## config.mk

```make
export PLATFORM = sky130hd
export DESIGN_NAME = matrix_io_ctrl
export DESIGN_NICKNAME = d
export VERILOG_FILES = /design/src/rtl/matrix_io_pkg.sv /design/src/rtl/word_buf.sv /design/src/rtl/matrix_io_ctrl.sv
export SDC_FILE = /design/constraint.sdc
export NUM_CORES = 1
export LEC_CHECK = 0
export BUFFER_PORTS_ARGS = -buffer_cell sky130_fd_sc_hd__buf_2
export CAP_MARGIN = 20
export CORE_ASPECT_RATIO = 0.75
export CORE_UTILIZATION = 60
export DETAILED_ROUTE_END_ITERATION = 12
export MAX_ROUTING_LAYER = met4
export PLACE_DENSITY = 0.85
export SYNTH_ARGS = -nofsm -noshare
export SYNTH_HDL_FRONTEND = slang
export SYNTH_HIERARCHICAL = 1
export SYNTH_SLANG_ARGS = --single-unit
export TNS_END_PERCENT = 20
```

## constraint.sdc

```tcl
create_clock -name clk_i -period 3 [get_ports clk_i]
set_input_delay 0.45 -clock clk_i [delete_from_list [all_inputs] [get_ports clk_i]]
set_output_delay 0.45 -clock clk_i [all_outputs]
set_load 0.01 [all_outputs]
```

## src/rtl/matrix_io_pkg.sv

```systemverilog
// Shared types for the matrix I/O controller: the two-state frame FSM encoding.
package matrix_io_pkg;

  typedef enum logic {
    FILL = 1'b0,
    SHOW = 1'b1
  } state_e;

endpackage

```

## src/rtl/word_buf.sv

```systemverilog
// Frame buffer: one synchronous write port, combinational read by index.
// Contents are not reset; a frame is only shown after every slot is rewritten.
module word_buf #(
  parameter int width_p  = 8,
  parameter int depth_p  = 4,
  parameter int addr_w_p = 2
) (
  input  logic                clk_i,
  input  logic                we_i,
  input  logic [addr_w_p-1:0] waddr_i,
  input  logic [width_p-1:0]  wdata_i,
  input  logic [addr_w_p-1:0] raddr_i,
  output logic [width_p-1:0]  rdata_o
);

  logic [width_p-1:0] mem [depth_p];

  always_ff @(posedge clk_i) begin
    if (we_i) mem[waddr_i] <= wdata_i;
  end

  assign rdata_o = mem[raddr_i];

endmodule

```

## src/rtl/matrix_io_ctrl.sv

```systemverilog
// Serial-in frame collector that replays each buffered word for hold_cycles_p cycles.
// Define MATRIX_IO_LOOP_EN to replay the frame forever instead of returning to FILL.
module matrix_io_ctrl
  import matrix_io_pkg::*;
#(
  parameter int width_p       = 8,
  parameter int depth_p       = 4,
  parameter int hold_cycles_p = 60000000
) (
  input  logic                       clk_i,
  input  logic                       reset_i,
  input  logic                       clear_i,
  input  logic                       bit_valid_i,
  input  logic                       bit_i,
  output logic                       bit_ready_o,
  output logic [width_p-1:0]         word_o,
  output logic                       show_o,
  output logic [$clog2(depth_p)-1:0] index_o,
  output logic                       word_done_o,
  output logic                       new_show_o,
  output state_e                     state_o
);

  localparam int CW = $clog2(width_p);
  localparam int IW = $clog2(depth_p);
  localparam int HW = (hold_cycles_p > 1) ? $clog2(hold_cycles_p) : 1;
  localparam logic [CW-1:0] LAST_BIT  = CW'(width_p - 1);
  localparam logic [IW-1:0] LAST_IDX  = IW'(depth_p - 1);
  localparam logic [HW-1:0] LAST_HOLD = HW'(hold_cycles_p - 1);

  state_e             state_q, state_d;
  logic [width_p-1:0] shift_q, shift_d, shifted;
  logic [CW-1:0]      cnt_q, cnt_d;
  logic [IW-1:0]      idx_q, idx_d;
  logic [HW-1:0]      hold_q, hold_d;
  logic               done_q, done_d;
  logic               new_q, new_d;
  logic               we;
  logic [width_p-1:0] rd_data;

  // Handshake: a bit is consumed on a posedge exactly when bit_valid_i and
  // bit_ready_o are both high; offers while not ready are dropped, never queued.
  assign bit_ready_o = (state_q == FILL);
  assign shifted     = {shift_q[width_p-2:0], bit_i};

  word_buf #(.width_p(width_p), .depth_p(depth_p), .addr_w_p(IW)) u_buf (
    .clk_i   (clk_i),
    .we_i    (we),
    .waddr_i (idx_q),
    .wdata_i (shifted),
    .raddr_i (idx_q),
    .rdata_o (rd_data)
  );

  always_comb begin
    state_d = state_q;
    shift_d = shift_q;
    cnt_d   = cnt_q;
    idx_d   = idx_q;
    hold_d  = hold_q;
    done_d  = 1'b0;
    new_d   = 1'b0;
    we      = 1'b0;
    if (clear_i) begin
      state_d = FILL;
      shift_d = '0;
      cnt_d   = '0;
      idx_d   = '0;
      hold_d  = '0;
    end else begin
      case (state_q)
        FILL: begin
          if (bit_valid_i) begin
            if (cnt_q == LAST_BIT) begin
              we      = 1'b1;
              done_d  = 1'b1;
              cnt_d   = '0;
              shift_d = '0;
              if (idx_q == LAST_IDX) begin
                state_d = SHOW;
                idx_d   = '0;
                hold_d  = '0;
                new_d   = 1'b1;
              end else begin
                idx_d = idx_q + 1'b1;
              end
            end else begin
              cnt_d   = cnt_q + 1'b1;
              shift_d = shifted;
            end
          end
        end
        SHOW: begin
          if (hold_q == LAST_HOLD) begin
            hold_d = '0;
            if (idx_q == LAST_IDX) begin
              idx_d = '0;
`ifdef MATRIX_IO_LOOP_EN
              new_d = 1'b1;
`else
              state_d = FILL;
`endif
            end else begin
              idx_d = idx_q + 1'b1;
              new_d = 1'b1;
            end
          end else begin
            hold_d = hold_q + 1'b1;
          end
        end
        default: state_d = FILL;
      endcase
    end
  end

  always_ff @(posedge clk_i or posedge reset_i) begin
    if (reset_i) begin
      state_q <= FILL;
      shift_q <= '0;
      cnt_q   <= '0;
      idx_q   <= '0;
      hold_q  <= '0;
      done_q  <= 1'b0;
      new_q   <= 1'b0;
    end else begin
      state_q <= state_d;
      shift_q <= shift_d;
      cnt_q   <= cnt_d;
      idx_q   <= idx_d;
      hold_q  <= hold_d;
      done_q  <= done_d;
      new_q   <= new_d;
    end
  end

  assign show_o      = (state_q == SHOW);
  assign word_o      = show_o ? rd_data : shift_q;
  assign index_o     = idx_q;
  assign word_done_o = done_q;
  assign new_show_o  = new_q;
  assign state_o     = state_q;

endmodule

```

# Word-level counts from Yosys, hierarchy flattened
# Memory sizes are Yosys's and may differ from the RTL's.
# Index checks and enable logic that the tools add are counted.
# op_classes
addsub	3
multipliers	0
div_mod_pow	0
order_cmp	0
n_eq_ne	8
n_shift	0
n_mux	37
bitwise_logic	1
reduce_logical	4
# ops
operator	n
$mux W26	5
$pmux W26 S2	1
$mux W8	5
$add A26 B1 Y26 const B	1
$eq A26 B26 Y1 const B	1
$mux W1	14
$mux W3	4
$mux W2	5
$ne A3 B2 Y1 const B	3
$reduce_and A3 Y1	2
$pmux W1 S2	2
$pmux W2 S2	1
$add A3 B1 Y3 const B	1
$eq A3 B3 Y1 const B	1
$ne A3 B3 Y1 const B	1
$add A2 B1 Y2 const B	1
$eq A2 B2 Y1 const B	1
$ne A2 B2 Y1 const B	1
$reduce_and A2 Y1	1
$reduce_bool A2 Y1	1
$not A1 Y1	1
# totals
regBits	42
latchBits	0
ram_bits	32
rom_bits	0
inputBits	5
out_inout_bits	15
mem_count	1
# mem_list
memory	depth	width	rd	rd_clocked_by_memory_dff	wr	line_no	source
u_buf.mem	4	8	1	0	1	word_buf.sv:16	logic [width_p-1:0] mem [depth_p];

# Logic depth before layout (Yosys ltp)
# Gate-level depths: netlist of run 1.
# depth
depth_word	7
depth_mapped	8
ltp_nobuf	7

# Cells and area by module
# The synthesis of run 1 kept the hierarchy.
# modules_own_cells
mod	n_inst	cells_per_inst	area_per_inst_um2	seq_area_each_um2
matrix_io_ctrl	1	226	2298.5	1051.0
word_buf	1	46	1188.6	960.9

# Worst setup path before layout of run 1
# OpenSTA, ideal clock, no wires.
# synth_timing
path_kind	flip-flop to flip-flop
start	register state_q, in the netlist show_o
end	memory u_buf.mem[0][0] (enable)
setup_time_ns	0.385
arrival_time_ns	1.830
required_time_ns	2.615
slack_ns	0.784
stages_incl_launch_ff	5
synth_period_minus_slack_ns	2.216
path_cell_list	dfrtp_1 > buf_2 > buf_1 > nor3_1 > nor3b_1
# synth_via
elab_chain_cells	4
# synth_lines
item	line_no	source
start, declared	matrix_io_ctrl.sv:31	state_e state_q, state_d;
start signal, assigned	matrix_io_ctrl.sv:126	state_q <= state_d;
$mux W1 (2 in a row)	--	
net done_d	matrix_io_ctrl.sv:36	logic done_q, done_d;
$mux W1	word_buf.sv:19	if (we_i) mem[waddr_i] <= wdata_i;
$mux W1 (implied by the code)	word_buf.sv:19	
end, declared	word_buf.sv:16	
# The timed path passes the listed nets, and every way through them passes these cells.

# Worst setup path after layout of run 1
# layout_timing
start	register idx_q[0], in the netlist index_o[0]
end	output port word_o[3]
# layout_via
elab_chain_cells	2
# layout_lines
item	line_no	source
start, declared	matrix_io_ctrl.sv:34	logic [IW-1:0] idx_q, idx_d;
start signal, assigned	matrix_io_ctrl.sv:129	idx_q <= idx_d;
$mem_v2 Z4 W8	--	
net rd_data[3]	matrix_io_ctrl.sv:39	logic [width_p-1:0] rd_data;
$mux W8	matrix_io_ctrl.sv:137	assign word_o = show_o ? rd_data : shift_q;
end, declared	matrix_io_ctrl.sv:16	output logic [width_p-1:0] word_o,
# The timed path passes the listed nets, and every way through them passes these cells.

==> results of run 1 <==
## cells in the final DEF (no fill, tap or decap), types with 3 or more instances in the layout
| cell | netlist | routed |
|---|---|---|
| inv_1 | 6 | 5 |
| and3_1 | 6 | 6 |
| nor2_1 | 20 | 20 |
| mux4_2 | 8 | 8 |
| nor4_1 | 4 | 4 |
| o21ai_0 | 9 | 9 |
| nor3_1 | 8 | 8 |
| mux2i_1 | 3 | 3 |
| nand4_1 | 7 | 7 |
| edfxtp_1 | 32 | 32 |
| xnor2_1 | 5 | 5 |
| a21o_1 | 5 | 5 |
| nand3_1 | 8 | 8 |
| nor4b_2 | 3 | 3 |
| a31oi_1 | 6 | 6 |
| clkbuf_8 | 0 | 9 |
| dfrtp_1 | 42 | 42 |
| xor2_1 | 5 | 5 |
| a22o_1 | 11 | 11 |
| a21oi_1 | 4 | 4 |
| nand2_1 | 22 | 22 |
| buf_4 | 1 | 4 |
| and4_1 | 3 | 3 |
| buf_2 | 1 | 19 |
| mux2_2 | 9 | 9 |
| ha_1 | 5 | 5 |
## area by class of cell
class / count / area (µm²) / area share (%)
Multi-Input combinational cell: 180 / 1380 / 35.5
Tap cell: 75 / 93.8 / 2.42
Sequential cell: 74 / 2010 / 51.9
Timing Repair Buffer: 25 / 155 / 4.00
Clock buffer: 9 / 124 / 3.19
Inverter: 6 / 22.5 / 0.580
Clock inverter: 7 / 93.8 / 2.42
## routing by layer
| metal | up-vias | global-route usage [%] |
|---|---|---|
| met5 | - | - |
| met4 | 0 | 9.68 |
| met3 | 16 | 7.89 |
| met2 | 111 | 40.3 |
| met1 | 1193 | 35.0 |
| li1 | 1094 | - |
## worst min path at each step
stage                               start                         to
floorplan           hold_q[5]$_DFFE_PP0P_      hold_q[5]$_DFFE_PP0P_
global placement    hold_q[6]$_DFFE_PP0P_      hold_q[6]$_DFFE_PP0P_
detailed placement  hold_q[6]$_DFFE_PP0P_      hold_q[6]$_DFFE_PP0P_
CTS                               reset_i      hold_q[2]$_DFFE_PP0P_
global route                        bit_i  u_buf/mem[3][0]$_DFFE_PP_
finish                              bit_i  u_buf/mem[2][0]$_DFFE_PP_
## sequential cells by signal (all words and copies together) (netlist names)
signal and flops:
shift_q 8, u_buf/mem 32, cnt_q 3, hold_q 26, index_o 2, show_o 1
new_show_o 1, word_done_o 1
## through the flow
stage / setup WS, ns / total power [mW]
6_report: 0.359 / 1.95
5_1_grt: 0.235 / 2.00
4_1_cts: 0.346 / 1.96
3_5_place_dp: 0.530 / 1.13
3_3_place_gp: 0.707 / 1.13
2_1_floorplan: 0.784 / 1.11
## power by group through the flow
stage,logic [mW],registers [mW],clock network (mW)
after floorplan,0.0332,1.08,0
after global placement,0.0488,1.08,0
after detailed placement,0.0515,1.08,0
after CTS,0.0518,1.06,0.844
after global routing,0.0620,1.06,0.881
final,0.0555,1.06,0.832
## cell families (layout without fill, tap and decap cells)
| kind of cell | Yosys count | in the layout |
|---|---|---|
| AO/OA/AOI/OAI | 49 | 49 |
| flip-flops | 74 | 74 |
| AND/OR/NAND/NOR | 96 | 96 |
| XOR/XNOR | 10 | 10 |
| buffers and inverters | 18 | 47 |
| adder cells (fa/ha/maj) | 5 | 5 |
| multiplexers | 20 | 20 |
## worst max-delay path, stage by stage (launching register included)
cell	delay, ns
dfrtp_1	0.84
mux4_2	0.58
mux2_2	0.28
buf_2	0.14
==> impl_metrics.json, run 1 <==
{
  "outcome": "complete, no violations",
  "final_util_pct": 71.0,
  "setup_viol": 0,
  "antenna_found_initial": 0,
  "drive_gt1_share_pct": 22.6,
  "p_comb_share_pct": 2.8,
  "p_int_mw": 1.54,
  "num_rows": 23,
  "ant_nets": 0,
  "topRoutingLayerUsed": "met4",
  "max_cap_viol_count": 0,
  "place_area_um2": 3630,
  "grt_max_degree": 29,
  "power_switching_mw": 0.407,
  "cts-root-buf": "clkbuf_8",
  "rsz0062_at_grt": "no",
  "diodes": 0,
  "yosysMostFrequentCell": "dfrtp_1",
  "synth_commonest_cells": "dfrtp_1 (42), edfxtp_1 (32), nand2_1 (22)",
  "syn_inst": 272,
  "postCtsHoldBufs": 0,
  "startpoint": "index_o[0]$_DFFE_PP0P_",
  "worstMarginPinSlew_ns": 0.929,
  "cts.clk_slew.worst_paths_ns": 0.07,
  "cts_buffers": 9,
  "synth_top_family_by_area": "simple AND/OR/NAND/NOR gates",
  "seq_area_frac_synth_pct": 57.7,
  "ys_async_sr_fraction_pct": 56.8,
  "required_ns": 2.55,
  "start_kind": "flop",
  "nNetsFinal": 306,
  "syn_to_final_growth_pct": 11.3,
  "post-route-period-util_pct": 88.0,
  "wl_met2_mm": 3.39,
  "grt-ovfl-total": 0,
  "synth-main-ff-cell": "dfrtp_1",
  "p_clk_share_pct": 42.7,
  "place_congestion": 0.851,
  "fillCellCount": 379,
  "hold_viol": 0,
  "synth-edff-count": 32,
  "cts_tree": "built",
  "dieWidth_um": 90.0,
  "cts_setup_buffers": 0,
  "fin_skew_ns": 0.00744,
  "dp_cells": 358,
  "remaining_drc_errors": 0,
  "wirelength_met1_mm": 3.23,
  "ys_types": 50,
  "synth_fa_ha_area_share_pct": 1.79,
  "cts_sinks": 74,
  "r2r-end": "u_buf/mem[0][3]$_DFFE_PP_",
  "syn_area_um2": 3490,
  "route.vias.total": 2414,
  "drt_wl_total_mm": 7.27,
  "synth_top_area_cell": "dfrtp_1",
  "synth.net_count": 282,
  "core_area_um2": 5470,
  "ys_top_cells_by_area": "dfrtp_1 (30%), edfxtp_1 (28%), mux4_2 (5.2%)",
  "p_leak_nw": 1.59,
  "grt_usage_pct": 26.7,
  "dp_hpwl_mm": 4.80,
  "ys_warn_count": 6,
  "min_delay_path_depth": 1,
  "yosys.area_share.xor_xnor_pct": 2.51,
  "cp.arrival_ns": 2.19,
  "power_frac_seq_pct": 54.4,
  "post_drt_wl_per_cell_um": 19.3,
  "worst_hold_slack_ns": 0.339,
  "clkLatencyLatePin_ns": 0.35,
  "r2r_setup_slack_ns": 0.47,
  "layout_min_cycle_time_ns": 2.64,
  "grt_pass1_vias": 2224,
  "drt_iter0_drc": 256,
  "cp_max_fo": 15,
  "grt_pass1_wl_mm": 11.5,
  "fin_cells": 376,
  "clock_path_buffers": 2,
  "dieArea_um2": 6120,
  "vias_per_cell": 6.42,
  "yosys_register_bits": 74,
  "h-tree-depth": 3,
  "r2r-start": "cnt_q[0]$_DFFE_PP0P_",
  "synthSimpleGateAreaFrac_pct": 16.0,
  "firstDrtPassIters": 5,
  "rr_worst_depth": 6,
  "synth_compound_area_share_pct": 10.3,
  "ir_drop_uv": 411,
  "cp-end-kind": "primary output",
  "fmax_ghz": 0.379,
  "sw_frac_of_total_pct": 20.9,
  "die_y_um": 68.0,
  "cts-resized-gates": 0,
  "synthMuxAreaShare_pct": 8.93,
  "dr_wl_met3_um": 543,
  "final_cell_area_um2": 3880,
  "criticalPathCategory": "flop to primary output",
  "setup.worst_path.end": "word_o[3]",
  "powerDensity_nw_per_um2": 502,
  "tns_ns": 0,
  "portBuffers": 19,
  "synth_area_per_cell_um2": 12.8,
  "final_max_slew_viol_count": 0,
  "synth_top_area_share_pct": 30.1,
  "num_io_pins": 20,
  "start_util_pct": 63.8,
  "slew_headroom_pct": 37.9,
  "hold_class": "input port to flop"
}
Power figures use the tool's default switching activity.
==> run 2, diff against run 1 <==
ABC_AREA = 1   (was unset)
CTS_CLUSTER_DIAMETER = 60   (was unset)
PLACE_DENSITY = 0.84   (was 0.85)
==> run 2 against run 1 <==
Highest routed layer unchanged. Clock power up 2%. Maximum frequency up 7.9%. Die area up 8.9%. Synthesized area up 9.2%. Global-route usage up 2.9 points. Cell area up 8.4%. Critical endpoint is now word_o[5]. Largest cell class unchanged. Critical path depth up 5. Sequential cell count unchanged. Utilization down 0.59 points.
==> impl_metrics.json, run 2 <==
{
  "outcome": "complete, no violations",
  "fmax_ghz": 0.409,
  "cpMostUsedCell": "nand2_1",
  "r2r_setup_slack_ns": 0.76,
  "synth_area_per_cell_um2": 8.00,
  "ant_nets": 0,
  "p_comb_share_pct": 7.0,
  "synth_fa_ha_area_share_pct": 1.64,
  "synth-edff-count": 32,
  "grt_usage_pct": 29.5,
  "worstMarginPinSlew_ns": 0.650,
  "cts-root-buf": "clkbuf_8",
  "criticalPathCategory": "flop to primary output",
  "vias_per_cell": 5.37,
  "max_cap_viol_count": 0,
  "h-tree-depth": 3,
  "fin_skew_ns": 0.00835,
  "syn_area_um2": 3810,
  "setup_viol": 0,
  "synth-main-ff-cell": "dfrtp_1",
  "place_area_um2": 3990,
  "powerDensity_nw_per_um2": 493,
  "place_congestion": 0.887,
  "clock_path_buffers": 2,
  "largest_registers": "u_buf/mem x32, hold_q x26, shift_q x8",
  "slowest_stage": "dfrtp_1",
  "required_ns": 2.55,
  "crit_path_cell_trace": "buf_4, inv_4, nand2_1, nand3_1, nand2_1, nand2_1, o21ai_0, buf_2",
  "dp_cells": 571,
  "drt_wl_total_mm": 8.52,
  "cp.arrival_ns": 2.00,
  "portBuffers": 19,
  "core_area_um2": 5980,
  "worst_hold_slack_ns": 0.0892,
  "power_switching_mw": 0.500,
  "drive_gt1_share_pct": 9.82,
  "route.vias.total": 3153,
  "synth.net_count": 486,
  "power_mw": 2.07,
  "cts_buffers": 9,
  "final_cell_area_um2": 4210,
  "ir_drop_uv": 349,
  "grt_max_degree": 27,
  "fin_cells": 587,
  "tns_ns": 0,
  "slew_headroom_pct": 56.3,
  "cts.clk_slew.worst_paths_ns": 0.08,
  "start_util_pct": 63.7,
  "ys_top_cells_by_area": "dfrtp_1 (28%), edfxtp_1 (25%), nand2_1 (15%)",
  "cts_tree": "built",
  "yosysMostFrequentCell": "nand2_1",
  "syn_to_final_growth_pct": 10.5,
  "ys_warn_count": 6,
  "p_int_mw": 1.57,
  "post-route-period-util_pct": 81.6,
  "synthSimpleGateAreaFrac_pct": 28.5,
  "seq_area_um2": 2010,
  "fin_ws_ns": 0.553,
  "dp_hpwl_mm": 5.82,
  "num_rows": 24,
  "postCtsHoldBufs": 0,
  "hold_class": "input port to asynchronous set/reset pin",
  "die_y_um": 71.0,
  "grt_pass1_vias": 2944,
  "final_cell_mix": "nand2_1 (148), inv_1 (80), nor2_1 (58)",
  "antenna_found_initial": 0,
  "dp_slack_ns": 0.866,
  "nNetsFinal": 514,
  "synth_top_family_by_area": "simple AND/OR/NAND/NOR gates",
  "start_kind": "flop",
  "synth_compound_area_share_pct": 4.17,
  "final_util_pct": 70.4,
  "syn_inst": 476,
  "synth_top_area_cell": "dfrtp_1",
  "grt-ovfl-total": 0,
  "synthMuxAreaShare_pct": 0.263,
  "largest-register": "u_buf/mem",
  "layout_min_cycle_time_ns": 2.45,
  "final_max_slew_viol_count": 0,
  "p_clk_share_pct": 40.9,
  "diodes": 0,
  "cts_sinks": 74,
  "cts-resized-gates": 0,
  "grt_pass1_wl_mm": 14.2,
  "power_frac_seq_pct": 52.1,
  "seq_area_frac_synth_pct": 52.8,
  "num_io_pins": 20,
  "drt_iter0_drc": 354,
  "hold_viol": 0,
  "sw_frac_of_total_pct": 24.1,
  "cp_slowest_stage_delay_ns": 0.61,
  "fillCellCount": 459,
  "r2r-start": "index_o[1]$_DFFE_PP0P_",
  "r2r-end": "hold_q[12]$_DFFE_PP0P_",
  "post_drt_wl_per_cell_um": 14.5,
  "multi_input_area_um2": 1410,
  "mostFrequentLayoutCell": "nand2_1",
  "synth_top_area_share_pct": 27.6,
  "yosys_register_bits": 74,
  "largest_register_ffs": 32,
  "ys_async_sr_fraction_pct": 56.8,
  "p_leak_nw": 2.00,
  "firstDrtPassIters": 7,
  "cts_setup_buffers": 0,
  "cp-end-kind": "primary output",
  "synth_commonest_cells": "nand2_1 (148), inv_1 (81), nor2_1 (58)",
  "clkLatencyLatePin_ns": 0.34,
  "rsz0062_at_grt": "no",
  "startpoint": "index_o[0]$_DFFE_PP0P_",
  "dieWidth_um": 94.0,
  "cp_max_fo": 16,
  "remaining_drc_errors": 0,
  "ys_types": 28,
  "dieArea_um2": 6670,
  "yosys.area_share.xor_xnor_pct": 2.30,
  "rr_worst_depth": 8
}
-- run 2: cell types whose count changed after synthesis, sizes merged, moves of 7 or more --
cell,delta
a22o,-11
o22ai,+7
nor2,+38
inv,+78
mux4,-8
o21ai,+7
mux2,-9
nand2,+130
nand3,+30
-- run 2: kinds of logic after synthesis --
kind of cell,after synthesis
and+or+nand+nor,263
buffers and inverters,94
DFF,74
AOI/OAI and AO/OA,29
xor gates and xnor gates,10
adders and majority gates,5
muxes,1
-- run 2: how the worst max path moves through the flow --
stage,endpoint,slack [ns],cells past startpoint
floorplan,u_buf/mem[0][0]$_DFFE_PP_,1.05,5
global placement,hold_q[18]$_DFFE_PP0P_,0.99,10
detailed placement,u_buf/mem[3][1]$_DFFE_PP_,0.87,7
CTS,word_o[5],0.58,8
global route,word_o[5],0.44,8
finish,word_o[5],0.55,8
-- run 2: routing by layer --
layer	up-vias	part of all wire, %	wire length (µm)	global-route usage, %
li1	1533	-	-	-
met1	1464	46	3880	41.5
met2	142	44	3790	43.2
met3	14	8.7	745	7.85
met4	0	1.3	108	6.84
met5	-	0	0	-
-- run 2: power by group through the flow --
stage,logic [mW],registers [mW],clock network (mW)
finish,0.145,1.08,0.848
global route,0.164,1.08,0.905
CTS,0.143,1.08,0.858
detailed placement,0.140,1.10,0
global placement,0.137,1.10,0
floorplan,0.112,1.09,0
-- run 2: critical path, delay by kind of cell (launching register included) --
kind / cells / cell delay [ns]
compound gates: 1 / 0.10
buf+inv: 3 / 0.58
flops: 1 / 0.61
simple gates: 4 / 0.37
-- run 2: area by class of cell --
class | count | area share [%]
Tap cell | 78 | 2.32
Sequential cell | 74 | 47.8
Multi-Input combinational cell | 308 | 33.4
Inverter | 84 | 7.56
Clock inverter | 6 | 2.14
Timing Repair Buffer | 27 | 3.69
Clock buffer | 10 | 3.03
